<file path="src/rtl/id_inst_buffer_if.sv">
// IF -> ID instruction buffer bus: push side from IF, pop side to ID, plus status.
interface id_inst_buffer_if #(
    parameter int DEPTH  = 4,
    parameter int PC_W   = 32,
    parameter int INST_W = 32
);
    localparam int CW = $clog2(DEPTH) + 1;

    logic              flush;
    logic              if_valid;
    logic [PC_W-1:0]   if_pc;
    logic [INST_W-1:0] if_inst;
    logic              if_ready;
    logic              afull;
    logic              id_valid;
    logic [PC_W-1:0]   id_pc;
    logic [INST_W-1:0] id_inst;
    logic              id_ready;
    logic [CW-1:0]     count;
    logic              overflow_err;

    // Pipeline side (IF, ID and the stall/flush controller).
    modport master (
        output flush, if_valid, if_pc, if_inst, id_ready,
        input  if_ready, afull, id_valid, id_pc, id_inst, count, overflow_err
    );

    // Buffer side.
    modport slave (
        input  flush, if_valid, if_pc, if_inst, id_ready,
        output if_ready, afull, id_valid, id_pc, id_inst, count, overflow_err
    );
endinterface

</file>
<file path="src/rtl/id_inst_buffer.sv">
// Circular {pc, inst} FIFO between IF and ID with optional empty-buffer bypass
// and single-cycle flush.
module id_inst_buffer #(
    parameter int DEPTH    = 4,
    parameter int PC_W     = 32,
    parameter int INST_W   = 32,
    parameter int BYPASS   = 1,
    parameter int AFULL_TH = 3
) (
    input  logic            clk,
    input  logic            rst,
    id_inst_buffer_if.slave bus
);
    localparam int PW = $clog2(DEPTH);
    localparam int CW = PW + 1;
    localparam logic [CW-1:0] FULL_CNT  = CW'(DEPTH);
    localparam logic [CW-1:0] AFULL_CNT = CW'(AFULL_TH);

    logic [PC_W-1:0]   mem_pc   [DEPTH];
    logic [INST_W-1:0] mem_inst [DEPTH];
    logic [PW-1:0]     wr_ptr;
    logic [PW-1:0]     rd_ptr;
    logic [CW-1:0]     cnt;
    logic              ovf;

    logic              empty;
    logic              ready;
    logic              push;
    logic              pop;
    logic              wr_en;
    logic              rd_en;
    logic              valid_c;
    logic [PC_W-1:0]   pc_c;
    logic [INST_W-1:0] inst_c;

    assign empty = (cnt == '0);
    assign ready = (cnt != FULL_CNT);

    // Present the stored head, or the live fetch when empty and bypass is enabled.
    always_comb begin
        valid_c = 1'b0;
        pc_c    = '0;
        inst_c  = '0;
        if (!empty) begin
            valid_c = 1'b1;
            pc_c    = mem_pc[rd_ptr];
            inst_c  = mem_inst[rd_ptr];
        end else if (BYPASS != 0) begin
            valid_c = bus.if_valid & ~bus.flush;
            pc_c    = bus.if_pc;
            inst_c  = bus.if_inst;
        end
    end

    assign push = bus.if_valid & ready & ~bus.flush;
    assign pop  = valid_c & bus.id_ready & ~bus.flush;

    // A bypassed instruction consumed in the same cycle never touches storage.
    assign wr_en = push & ~(empty & pop);
    assign rd_en = pop & ~empty;

    // Storage array: data only, no reset needed.
    always_ff @(posedge clk) begin
        if (wr_en) begin
            mem_pc[wr_ptr]   <= bus.if_pc;
            mem_inst[wr_ptr] <= bus.if_inst;
        end
    end

    // Pointers and occupancy; flush outranks push and pop.
    always_ff @(posedge clk or posedge rst) begin
        if (rst) begin
            wr_ptr <= '0;
            rd_ptr <= '0;
            cnt    <= '0;
        end else if (bus.flush) begin
            wr_ptr <= '0;
            rd_ptr <= '0;
            cnt    <= '0;
        end else begin
            if (wr_en) wr_ptr <= wr_ptr + PW'(1);
            if (rd_en) rd_ptr <= rd_ptr + PW'(1);
            if (wr_en && !rd_en)
                cnt <= cnt + CW'(1);
            else if (rd_en && !wr_en)
                cnt <= cnt - CW'(1);
        end
    end

    // Sticky flag for IF pushing into a full buffer outside a flush.
    always_ff @(posedge clk or posedge rst) begin
        if (rst)
            ovf <= 1'b0;
        else if (bus.if_valid && !ready && !bus.flush)
            ovf <= 1'b1;
    end

    assign bus.if_ready     = ready;
    assign bus.afull        = (cnt >= AFULL_CNT);
    assign bus.id_valid     = valid_c;
    assign bus.id_pc        = pc_c;
    assign bus.id_inst      = inst_c;
    assign bus.count        = cnt;
    assign bus.overflow_err = ovf;
endmodule

</file>
<file path="src/flat_wrapper.sv">
// flat-port wrapper written by rule: the top's interface ports become plain ports
module id_inst_buffer_flat 
#(
    parameter int DEPTH    = 4,
    parameter int PC_W     = 32,
    parameter int INST_W   = 32,
    parameter int BYPASS   = 1,
    parameter int AFULL_TH = 3
)
  (clk, rst, bus_flush, bus_if_valid, bus_if_pc, bus_if_inst, bus_id_ready, bus_if_ready, bus_afull, bus_id_valid, bus_id_pc, bus_id_inst, bus_count, bus_overflow_err);
  id_inst_buffer_if #(.DEPTH(DEPTH), .PC_W(PC_W), .INST_W(INST_W)) bus_i ();
  input  logic clk;
  input  logic rst;
  input wire logic [$bits(bus_i.flush)-1:0] bus_flush;
  input wire logic [$bits(bus_i.if_valid)-1:0] bus_if_valid;
  input wire logic [$bits(bus_i.if_pc)-1:0] bus_if_pc;
  input wire logic [$bits(bus_i.if_inst)-1:0] bus_if_inst;
  input wire logic [$bits(bus_i.id_ready)-1:0] bus_id_ready;
  output wire logic [$bits(bus_i.if_ready)-1:0] bus_if_ready;
  output wire logic [$bits(bus_i.afull)-1:0] bus_afull;
  output wire logic [$bits(bus_i.id_valid)-1:0] bus_id_valid;
  output wire logic [$bits(bus_i.id_pc)-1:0] bus_id_pc;
  output wire logic [$bits(bus_i.id_inst)-1:0] bus_id_inst;
  output wire logic [$bits(bus_i.count)-1:0] bus_count;
  output wire logic [$bits(bus_i.overflow_err)-1:0] bus_overflow_err;
  assign bus_i.flush = bus_flush;
  assign bus_i.if_valid = bus_if_valid;
  assign bus_i.if_pc = bus_if_pc;
  assign bus_i.if_inst = bus_if_inst;
  assign bus_i.id_ready = bus_id_ready;
  assign bus_if_ready = bus_i.if_ready;
  assign bus_afull = bus_i.afull;
  assign bus_id_valid = bus_i.id_valid;
  assign bus_id_pc = bus_i.id_pc;
  assign bus_id_inst = bus_i.id_inst;
  assign bus_count = bus_i.count;
  assign bus_overflow_err = bus_i.overflow_err;
  id_inst_buffer #(.DEPTH(DEPTH), .PC_W(PC_W), .INST_W(INST_W), .BYPASS(BYPASS), .AFULL_TH(AFULL_TH)) u_core (.clk(clk), .rst(rst), .bus(bus_i));
endmodule
</file>
<file path="config.mk">
export PLATFORM = sky130hd
export DESIGN_NAME = id_inst_buffer_flat
export DESIGN_NICKNAME = d
export VERILOG_FILES = /design/src/rtl/id_inst_buffer_if.sv /design/src/rtl/id_inst_buffer.sv /design/src/flat_wrapper.sv
export SDC_FILE = /design/constraint.sdc
export NUM_CORES = 1
export LEC_CHECK = 0
export ABC_AREA = 1
export ABC_CLOCK_PERIOD_IN_PS = 3700
export BUFFER_PORTS_ARGS = -buffer_cell sky130_fd_sc_hd__buf_2
export CAP_MARGIN = 20
export CORE_MARGIN = 2
export CORE_UTILIZATION = 45
export DETAILED_ROUTE_END_ITERATION = 6
export PLACE_DENSITY_LB_ADDON = 0.05
export RECOVER_POWER = 50
export SYNTH_ARGS = -nofsm -noshare
export SYNTH_HDL_FRONTEND = slang
export SYNTH_SLANG_ARGS = --single-unit
export TNS_END_PERCENT = 30
</file>
<file path="constraint.sdc">
create_clock -name clk -period 3.7 [get_ports clk]
set_input_delay 0.74 -clock clk [delete_from_list [all_inputs] [get_ports clk]]
set_output_delay 0.74 -clock clk [all_outputs]
set_load 0.005 [all_outputs]
</file>
# ---- Word-level counts from Yosys, hierarchy flattened
# Memory sizes are Yosys's and may differ from the RTL's.
# Cells that the tools add are included.
# W data, S select, Z words.
dict set report op_classes {
  addsub 4
  order_cmp 1
  eq_ne 1
  muxes 12
  bitwise 11
  n_reduce_logical 12
}
# cell count
set ops {}
lappend ops {{$mux W32} 2}
lappend ops {{$mux W3} 3}
lappend ops {{$and A1 B1 Y1} 8}
lappend ops {{$mux W2} 4}
lappend ops {{$add A2 B1 Y2 const B} 2}
lappend ops {{$logic_and A1 B1 Y1} 4}
lappend ops {{$logic_not A1 Y1} 4}
lappend ops {{$reduce_bool A2 Y1} 2}
lappend ops {{$add A3 B1 Y3 const B} 1}
lappend ops {{$ge A3 B2 Y1 const B} 1}
lappend ops {{$logic_not A3 Y1} 1}
lappend ops {{$mux W1} 3}
lappend ops {{$ne A3 B3 Y1 const B} 1}
lappend ops {{$not A1 Y1} 3}
lappend ops {{$reduce_bool A3 Y1} 1}
lappend ops {{$sub A3 B1 Y3 const B} 1}
dict set report totals {
  reg_bits 8
  ram_bits 256
  out_inout_bits 71
  wordCells 47
  mem_count 2
}
# name words width read_ports rd_clocked_by_memory_dff wr line_no
set memory_table {}
lappend memory_table {u_core.mem_inst 4 32 1 0 1 id_inst_buffer.sv:20} ;# logic [INST_W-1:0] mem_inst [DEPTH];
lappend memory_table {u_core.mem_pc 4 32 1 0 1 id_inst_buffer.sv:19} ;# logic [PC_W-1:0] mem_pc [DEPTH];

# ---- Depth between registers and ports, before layout
# Gate-level depths: netlist (run 1).
dict set report logic_depth {
  ltp_word 13
  mapped_depth 14
}

# ---- Worst setup path before layout (run 1)
# Ideal clock, no wire load.
dict set report synth_path {
  path_type {input to register}
  from {in bus_flush}
  to {mem u_core.mem_inst[0][0] (enable)}
  arrival_ns 3.830
  required_ns 3.213
  path_slack_ns -0.617
  cell_stages 5
  cell_sequence {inv_2 -> nand2_1 -> inv_2 -> nand3_1 -> nor2_1}
}
dict set report synth_between {
  elab_chain_cells 10
  word_cells_on_any_way 11
  classes_between {3 x mux; 8 x bitwise}
}
# item line_no
set synth_lines {}
lappend synth_lines {{start: declaration} flat_wrapper.sv:14} ;# input wire logic [$bits(bus_i.flush)-1:0] bus_flush;
lappend synth_lines {{$not A1 Y1 *} {id_inst_buffer.sv:49, id_inst_buffer.sv:55, id_inst_buffer.sv:56}}
lappend synth_lines {{$and A1 B1 Y1} id_inst_buffer.sv:49} ;# valid_c = bus.if_valid & ~bus.flush;
lappend synth_lines {{$mux W1} id_inst_buffer.sv:44} ;# if (!empty) begin
lappend synth_lines {{$and A1 B1 Y1 (2 in a row)} id_inst_buffer.sv:56} ;# assign pop = valid_c & bus.id_ready & ~bus.flush;
lappend synth_lines {{$and A1 B1 Y1} id_inst_buffer.sv:59} ;# assign wr_en = push & ~(empty & pop);
lappend synth_lines {{$not A1 Y1} id_inst_buffer.sv:59}
lappend synth_lines {{$and A1 B1 Y1 *} id_inst_buffer.sv:59}
lappend synth_lines {{$mux W1 *} id_inst_buffer.sv:64} ;# if (wr_en) begin
lappend synth_lines {{$mux W1 (implied by the code) *} id_inst_buffer.sv:66} ;# mem_inst[wr_ptr] <= bus.if_inst;
lappend synth_lines {{end: declaration} id_inst_buffer.sv:20}
# Mark *: on every way between the ends. The rest lies on a longest branch, timed or not.

# ---- Final worst setup path (run 1)
dict set report layout_path {
  from {reg u_core.cnt[0], in the netlist u_core.bus.count[0]}
  to {out bus_id_pc[19]}
}
dict set report layout_between {
  elab_chain_cells 2
}
# item line_no
set layout_lines {}
lappend layout_lines {{start: declaration} id_inst_buffer.sv:23} ;# logic [CW-1:0] cnt;
lappend layout_lines {{start signal: assignment} id_inst_buffer.sv:84} ;# cnt <= cnt + CW'(1);
lappend layout_lines {{start signal: assignment} id_inst_buffer.sv:86} ;# cnt <= cnt - CW'(1);
lappend layout_lines {{$logic_not A3 Y1} id_inst_buffer.sv:36} ;# assign empty = (cnt == '0);
lappend layout_lines {{$mux W32} id_inst_buffer.sv:44}
lappend layout_lines {{end: declaration} flat_wrapper.sv:22} ;# output wire logic [$bits(bus_i.id_pc)-1:0] bus_id_pc;
# No other way between the ends.

==> results of run 1 <==
-- cells in the final DEF (no fill, tap or decap), drive strengths merged, types with 4 or more instances in the layout --
cell,n
dfrtp,8
o21ai,134
ha,4
nand2,23
inv,20
a31oi,64
buf,85
clkbuf,108
edfxtp,256
nand3,6
nor2,327
clkinv,10
-- critical path, cell delays in order, from the launching register on --
cell and delay [ns]:
dfrtp_1 0.40, nor2_1 0.23, nand2_4 0.38, buf_12 0.36, a31oi_1 0.32, buf_2 0.18
-- stage by stage --
step	worst slack [ns]	TNS, ns
5_1_grt	0.2492	0
3_3_place_gp	0.9844	0
3_5_place_dp	0.9439	0
2_1_floorplan	-0.6170	-157.95
4_1_cts	0.4726	0
6_report	0.5159	0
-- final timing paths --
path / cells past startpoint / end / slack (ns) / start
hold / removal: 2 / u_core.rd_ptr[1] / 0.15 / rst
setup reg to reg: 7 / u_core.mem_pc[2][0] / 1.01 / u_core.bus.count[2]
max in group asynchronous: 2 / u_core.rd_ptr[0] / 3.27 / rst
hold reg to reg: 1 / u_core.bus.overflow_err / 0.49 / u_core.bus.overflow_err
setup / recovery: 5 / bus_id_pc[19] / 0.52 / u_core.bus.count[0]
min in group clk: 1 / u_core.bus.overflow_err / 0.49 / u_core.bus.overflow_err
-- routing by layer --
layer / share of wire, % / vias to the layer above / global-route usage, %
li1: - / 3459 / -
met1: 46 / 3401 / 26.61
met2: 47 / 164 / 30.45
met3: 5.2 / 33 / 3.308
met4: 1.8 / 0 / 4.587
met5: 0 / - / 0
-- cells by family after synthesis --
| logic type | after synthesis | synth area share [%] |
|---|---|---|
| AOI/OAI and AO/OA | 201 | 10.14 |
| adders and majority gates | 5 | 0.6485 |
| buffers and inverters | 76 | 3.660 |
| DFF | 264 | 73.01 |
| and+or+nand+nor | 357 | 12.54 |
-- Yosys cell counts --
cell / number
buf_4: 11
clkbuf_1: 7
nand4_1: 1
nand2_2: 2
o21ai_1: 40
edfxtp_1: 256
a21oi_1: 1
fa_1: 1
o21bai_1: 1
clkbuf_2: 9
nand3_1: 6
o21ai_0: 94
dfrtp_1: 8
inv_1: 16
ha_1: 4
a31oi_1: 64
inv_2: 4
buf_1: 3
o31ai_2: 1
buf_6: 4
nand2_1: 21
nor2_1: 327
buf_2: 22
-- state kept, by name, summed over array words and instances, names as in the netlist --
| signal | cells |
|---|---|
| u_core.mem_inst | 128 |
| u_core.mem_pc | 128 |
| u_core.wr_ptr | 2 |
| u_core.bus.overflow_err | 1 |
| u_core.bus.count | 3 |
| u_core.rd_ptr | 2 |
-- cell type report --
type	instances	area [um^2]	area share [%]
Clock buffer	42	794.5	6.332
Clock inverter	10	55.05	0.4387
Inverter	20	76.32	0.6082
Multi-Input combinational cell	563	2554	20.35
Sequential cell	264	7893	62.90
Tap cell	319	399.1	3.181
Timing Repair Buffer	151	777.0	6.192
-- power groups by stage --
stage	clock (mW)	combinational [mW]	sequential, mW
2_1_floorplan	0	1.83	3.59
3_3_place_gp	0	2.91	3.61
3_5_place_dp	0	2.91	3.61
6_report	2.58	2.83	3.55
4_1_cts	2.65	2.92	3.55
5_1_grt	2.77	3.21	3.57
==> flow_summary.ini, run 1 <==
[run_status]
status = complete, no violations

[logic_synthesis]
synth_seq_cells = 264
avgSynthCellArea_um2 = 11.96
synth_cells = 903
synth.net_count = 977
ys_seq_area_share_pct = 73.01
ys_top_cells_by_area = edfxtp_1, nor2_1, o21ai_0
syn_area_mm2 = 0.01080
synth_top_area_cell = edfxtp_1
synth.distinct_cells = 23
ys_warn_count = 0
synth_top_area_share_pct = 71.15

[grt]
gr-total-overflow = 0
grt_pass1_vias = 6915
grt_util_all_layers_pct = 18.76
antenna_found_initial = 0
grt_max_degree = 130
grt_pass1_wl_um = 37920

[cts]
clock_sinks = 264
clk_path_buf_depth = 3
cts_buffers = 28
cts_root_buffer = clkbuf_16
worstSkewPairLatency_ns = 0.52
cts_tree = done
cts_setup_buffers = 0
cts.clk_slew.worst_paths_ns = 0.06
ctsResizeCount = 0
cts.htree.levels = 1
cts_hold_buf = 0

[place]
place_inst = 1317
hpwl_um = 12540
gp_congestion = 0.7380
numPortBuffers = 139
placed_area_mm2 = 0.01179

[floorplanning]
core_mm2 = 0.02354
die_w_um = 159.0
io_pins = 140
fp-row-count = 56
dieHeight_um = 159.0
die-area_mm2 = 0.02527
initial_core_util_pct = 45.89

[sta]
drv_slew = 0
finClkSkew_ns = 0.008851
setup_violations = 0
timing.hold.ws_ns = 0.1545
slew_headroom_pct = 42.00
fmax_ghz = 0.3141
layout_worst_path_cycle_share_pct = 86.06
hold_viol = 0
min_period_ns = 3.184
rsz0062_at_grt = no
worstMarginPinSlew_ns = 0.8701

[worst_hold_path]
hold_class = in2async

[pwr]
sw_frac_of_total_pct = 33.20
seq_power_share_pct = 39.6
power.leakage_nw = 4.347
p_per_area_mw_per_mm2 = 713.9
power_mw = 8.959
combPwrFrac_pct = 31.5
clock_power_share_pct = 28.8
p_switching_mw = 2.974
peakVddDrop_uv = 384.0
p_int_mw = 5.985

[routing]
dr_total_vias = 7057
wl_per_cell_um = 17.38
first_pass_iters = 5
drtAntennaViolNets = 0
viasPerCell = 5.155
dr.first_iter.drc_count = 482
route.detailed.drc = 0
drt_wl_total_um = 23790

[final_layout]
fill_cells = 2118
fin_nets = 1102
diodes = 0
fin_cells = 1369
design_area_mm2 = 0.01255
drive_gt1_share_pct = 13.14
area_growth_pct = 16.14
fin_util_pct = 53.30

[setup_path]
cp_max_fo = 73
arrival_ns = 2.44
criticalPathCategory = reg2out
required_ns = 2.96
crit_path_start_kind = flip-flop
end_kind = output pin

[flow_run]
drv_cap = 0
No activity file was read; power rests on OpenSTA's default activity.
==> inputs of run 2 (changes only) <==
--- a/config.mk
+++ b/config.mk
@@ -10,7 +10,7 @@
 export BUFFER_PORTS_ARGS = -buffer_cell sky130_fd_sc_hd__buf_2
 export CAP_MARGIN = 20
 export CORE_MARGIN = 2
-export CORE_UTILIZATION = 45
+export CORE_UTILIZATION = 52
 export DETAILED_ROUTE_END_ITERATION = 6
 export PLACE_DENSITY_LB_ADDON = 0.05
 export RECOVER_POWER = 50
==> flow_summary.ini, run 2 (same netlist as run 1, synthesis figures left out) <==
[run_status]
status = complete, no violations

[routing]
wl_per_cell_um = 17.42
dr.first_iter.drc_count = 552
dr_total_vias = 7049
first_pass_iters = 5
viasPerCell = 5.332
drtAntennaViolNets = 0
drt_wl_total_um = 23030
route.detailed.drc = 0

[final_layout]
fin_nets = 1105
seq_area_mm2 = 0.007893
final_common_cell = nor2_1
multi_input_area_mm2 = 0.002546
area_growth_pct = 16.53
fill_cells = 1667
fin_cells = 1322
layout_common_cells = nor2_1, edfxtp_1, o21ai_0
drive_gt1_share_pct = 13.02
diodes = 0

[grt]
antenna_found_initial = 0
use_met1_pct = 29.89
busiest_layer = met2
grt_pass1_vias = 6857
use_met3_pct = 3.896
grtUsageMet2_pct = 34.75
grt_max_degree = 132
grt_util_all_layers_pct = 21.10
gr-total-overflow = 0
grt_pass1_wl_um = 36520

[cts]
ctsResizeCount = 0
cts_buffers = 28
clk_path_buf_depth = 3
cts_setup_buffers = 0
cts_tree = done
cts.clk_slew.worst_paths_ns = 0.06
cts_root_buffer = clkbuf_16
cts.htree.levels = 1
cts_hold_buf = 0
clock_sinks = 264
worstSkewPairLatency_ns = 0.53

[sta]
min_period_ns = 3.021
layout_worst_path_cycle_share_pct = 81.65
slew_headroom_pct = 5.560
fmax_ghz = 0.3310
worstMarginPinSlew_ns = 1.417
timing.hold.ws_ns = 0.1558
drv_slew = 0
hold_viol = 0
setup_violations = 0
rsz0062_at_grt = no
fin_ws_ns = 0.6788
finClkSkew_ns = 0.01775

[pwr]
p_per_area_mw_per_mm2 = 734.4
peakVddDrop_uv = 538.0
power.leakage_nw = 4.393

[setup_path]
crit_path_start_kind = flip-flop
cp-startpoint = u_core.rd_ptr[0]
required_ns = 2.96
criticalPathCategory = reg2out
rr_startpoint = u_core.bus.count[2]
arrival_ns = 2.28
end_kind = output pin
cp_max_fo = 131

[floorplanning]
fp-row-count = 52
die-area_mm2 = 0.02195
dieHeight_um = 148.1
io_pins = 140
die_w_um = 148.1
core_mm2 = 0.02030
initial_core_util_pct = 53.22

[place]
hpwl_um = 12210
dp_worst_setup_slack_ns = 1.045
place_inst = 1271
gp_congestion = 0.7392
numPortBuffers = 139

[flow_run]
drv_cap = 0

[worst_hold_path]
hold_class = in2async
-- run 2: cell count changes in the layout (fill, tap and decap cells not counted), sizes merged --
cell and delta:
buf +1, bufinv +5, clkbuf -8, clkinv +4
clkinvlp +1, inv -1
-- run 2: metal layers --
metal | wire [um] | up-vias
li1 | - | 3463
met1 | 10200 | 3368
met2 | 11020 | 186
met3 | 1434 | 32
met4 | 376 | 0
met5 | 0 | -
-- run 2: final timing paths --
check	endpoint	slack, ns	cells past startpoint
worst min-delay path	u_core.wr_ptr[0]	0.16	2
worst max-delay path	bus_id_pc[1]	0.68	6
worst min register to register	u_core.bus.overflow_err	0.47	1
max in group asynchronous	u_core.rd_ptr[0]	3.26	2
worst max register to register	u_core.mem_pc[2][3]	0.74	7
min in group clk	u_core.bus.overflow_err	0.47	1
-- run 2: cell type report --
class	count	share of cell area, %
Timing Repair Buffer	154	6.231
Sequential cell	264	62.69
Tap cell	270	2.683
Clock inverter	19	1.709
Multi-Input combinational cell	563	20.22
Inverter	20	0.6062
Clock buffer	32	5.854
-- run 2: through the flow --
stage	TNS, ns	utilization, %	power [mW]	instance area [um^2]
after floorplan	-157.95	-	5.425	10800
after global placement	0	57.86	6.479	11750
after detailed placement	0	57.86	6.514	11750
after CTS	0	62.56	9.367	12700
after global routing	0	62.02	9.812	12590
final	0	62.02	9.246	12590
-- run 2: where the power goes --
group | total (mW) | internal (mW) | switching [mW] | leakage (nW)
clock network | 2.84 | 1.76 | 1.08 | 0.462
logic | 2.88 | 1.04 | 1.83 | 1.51
registers | 3.53 | 3.47 | 0.0510 | 2.42
total | 9.25 | 6.28 | 2.96 | 4.39
-- run 2: critical path, stage by stage, from the launching register on --
cell and delay [ns]:
dfrtp_4 0.43, buf_12 0.46, nor2_1 0.11, nor2_1 0.09, o21ai_0 0.10, a31oi_1 0.29, buf_2 0.17
==> inputs of run 3 (changes only) <==
--- a/config.mk
+++ b/config.mk
@@ -6,7 +6,7 @@
 export NUM_CORES = 1
 export LEC_CHECK = 0
 export ABC_AREA = 1
-export ABC_CLOCK_PERIOD_IN_PS = 3700
+export ABC_CLOCK_PERIOD_IN_PS = 2500
 export BUFFER_PORTS_ARGS = -buffer_cell sky130_fd_sc_hd__buf_2
 export CAP_MARGIN = 20
 export CORE_MARGIN = 2
==> constraint.sdc (replaced) <==
create_clock -name clk -period 2.5 [get_ports clk]
set_input_delay 0.5 -clock clk [delete_from_list [all_inputs] [get_ports clk]]
set_output_delay 0.5 -clock clk [all_outputs]
set_load 0.005 [all_outputs]
==> flow_summary.ini, run 3 (same netlist as run 1, synthesis figures left out) <==
[run_status]
status = complete, no violations

[cts]
cts.htree.levels = 1
cts_tree = done
cts.clk_slew.worst_paths_ns = 0.06
clk_path_buf_depth = 3
worstSkewPairLatency_ns = 0.54
clock_sinks = 264
cts_buffers = 27
cts_root_buffer = clkbuf_16

[pwr]
power_mw = 14.47
peakVddDrop_uv = 699.8
p_per_area_mw_per_mm2 = 1105
power.leakage_nw = 4.624

[routing]
dr_total_vias = 7380
drt_wl_total_um = 25390
route.detailed.drc = 0
wl_per_cell_um = 18.84
drtAntennaViolNets = 0
first_pass_iters = 4
dr.first_iter.drc_count = 502
viasPerCell = 5.475

[final_layout]
fin_cells = 1348
layout_common_cells = nor2_1, edfxtp_1, o21ai_0
fill_cells = 1580
fin_nets = 1132
diodes = 0
seq_area_mm2 = 0.007893
drive_gt1_share_pct = 15.77
final_common_cell = nor2_1
multi_input_area_mm2 = 0.002590
area_growth_pct = 21.22

[sta]
rsz0062_at_grt = yes
worstMarginPinSlew_ns = 0.5558
setup_violations = 0
tns_ns = 0
timing.hold.ws_ns = 0.2688
hold_viol = 0
fmax_ghz = 0.4064
min_period_ns = 2.461
layout_worst_path_cycle_share_pct = 98.43
finClkSkew_ns = 0.02317
fin_ws_ns = 0.03927
drv_slew = 0
slew_headroom_pct = 62.95

[floorplanning]
die-area_mm2 = 0.02195
core_mm2 = 0.02030
io_pins = 140
dieHeight_um = 148.1
fp-row-count = 52
initial_core_util_pct = 53.22
die_w_um = 148.1

[grt]
gr-total-overflow = 0
grt_pass1_wl_um = 36710
grt_util_all_layers_pct = 21.33
grt_pass1_vias = 6939
grt_max_degree = 68
antenna_found_initial = 1

[place]
numPortBuffers = 139
dp_worst_setup_slack_ns = 0.4214
place_inst = 1281
hpwl_um = 13230
gp_congestion = 0.7672

[setup_path]
cp_max_fo = 34
crit_path_start_kind = flip-flop
arrival_ns = 1.96
criticalPathCategory = reg2out
end_kind = output pin
required_ns = 2.00

[flow_run]
drv_cap = 0

[worst_hold_path]
hold_class = in2reg
-- run 3: cell types whose count changed in the layout (fill, tap and decap cells not counted), moves of 5 or more --
cell	before	now
o21ai_1	38	56
nor2_1	324	319
clkbuf_16	29	34
buf_12	5	13
o21ai_0	96	78
-- run 3: stage by stage --
| stage | util (%) | instance area [um^2] |
|---|---|---|
| 2_1_floorplan | - | 10810 |
| 3_3_place_gp | 58.79 | 11930 |
| 3_5_place_dp | 58.79 | 11930 |
| 4_1_cts | 63.56 | 12900 |
| 5_1_grt | 64.52 | 13100 |
| 6_report | 64.52 | 13100 |
-- run 3: area by class of cell --
class                      count  share of cell area (%)
tap                          270                   2.580
sequential                   264                   60.27
timing repair buffer         181                   10.00
clock inverter                20                   1.548
clock buffer                  29                   5.216
inverter                      20                  0.6114
multi-input combinational    564                   19.78
-- run 3: repair_timing --
action                     CTS  global route
setup endpoints to repair   44            53
pin swaps                    4             8
hold buffers                 1             0
setup buffers                0             8
gates cloned                 1             8
resized for setup            9            31
hold endpoints to repair     8             0
-- run 3: path summary, 6_finish.rpt --
path | start | slack [ns] | cells after the start | to
worst min register to register | u_core.bus.overflow_err | 0.48 | 1 | u_core.bus.overflow_err
worst max register to register | u_core.bus.count[0] | 0.17 | 9 | u_core.mem_inst[1][28]
worst min-delay path | bus_if_inst[30] | 0.27 | 1 | u_core.mem_inst[1][30]
max in group asynchronous | rst | 1.73 | 3 | u_core.rd_ptr[0]
min in group asynchronous | rst | 0.48 | 3 | u_core.bus.count[2]
worst max-delay path | u_core.rd_ptr[0] | 0.04 | 5 | bus_id_inst[0]
-- run 3: where the power goes --
part | switching, mW | leakage (nW) | internal, mW
clock | 1.61 | 0.434 | 2.38
sequential | 0.102 | 2.42 | 5.14
combinational | 3.05 | 1.77 | 2.18
-- run 3: critical path, stage by stage (launching register included) --
cell     delay (ns)
dfrtp_4        0.52
inv_4          0.17
buf_16         0.22
o21ai_0        0.14
a31oi_1        0.21
buf_2          0.17
-- run 3: routing by layer --
| layer | vias up | share of wire [%] | GRT usage (%) |
|---|---|---|---|
| met2 | 201 | 51 | 37.96 |
| met5 | - | 0.051 | 0 |
| met1 | 3626 | 42 | 27.99 |
| li1 | 3526 | - | - |
| met4 | 2 | 1.2 | 3.762 |
| met3 | 25 | 5.5 | 3.834 |
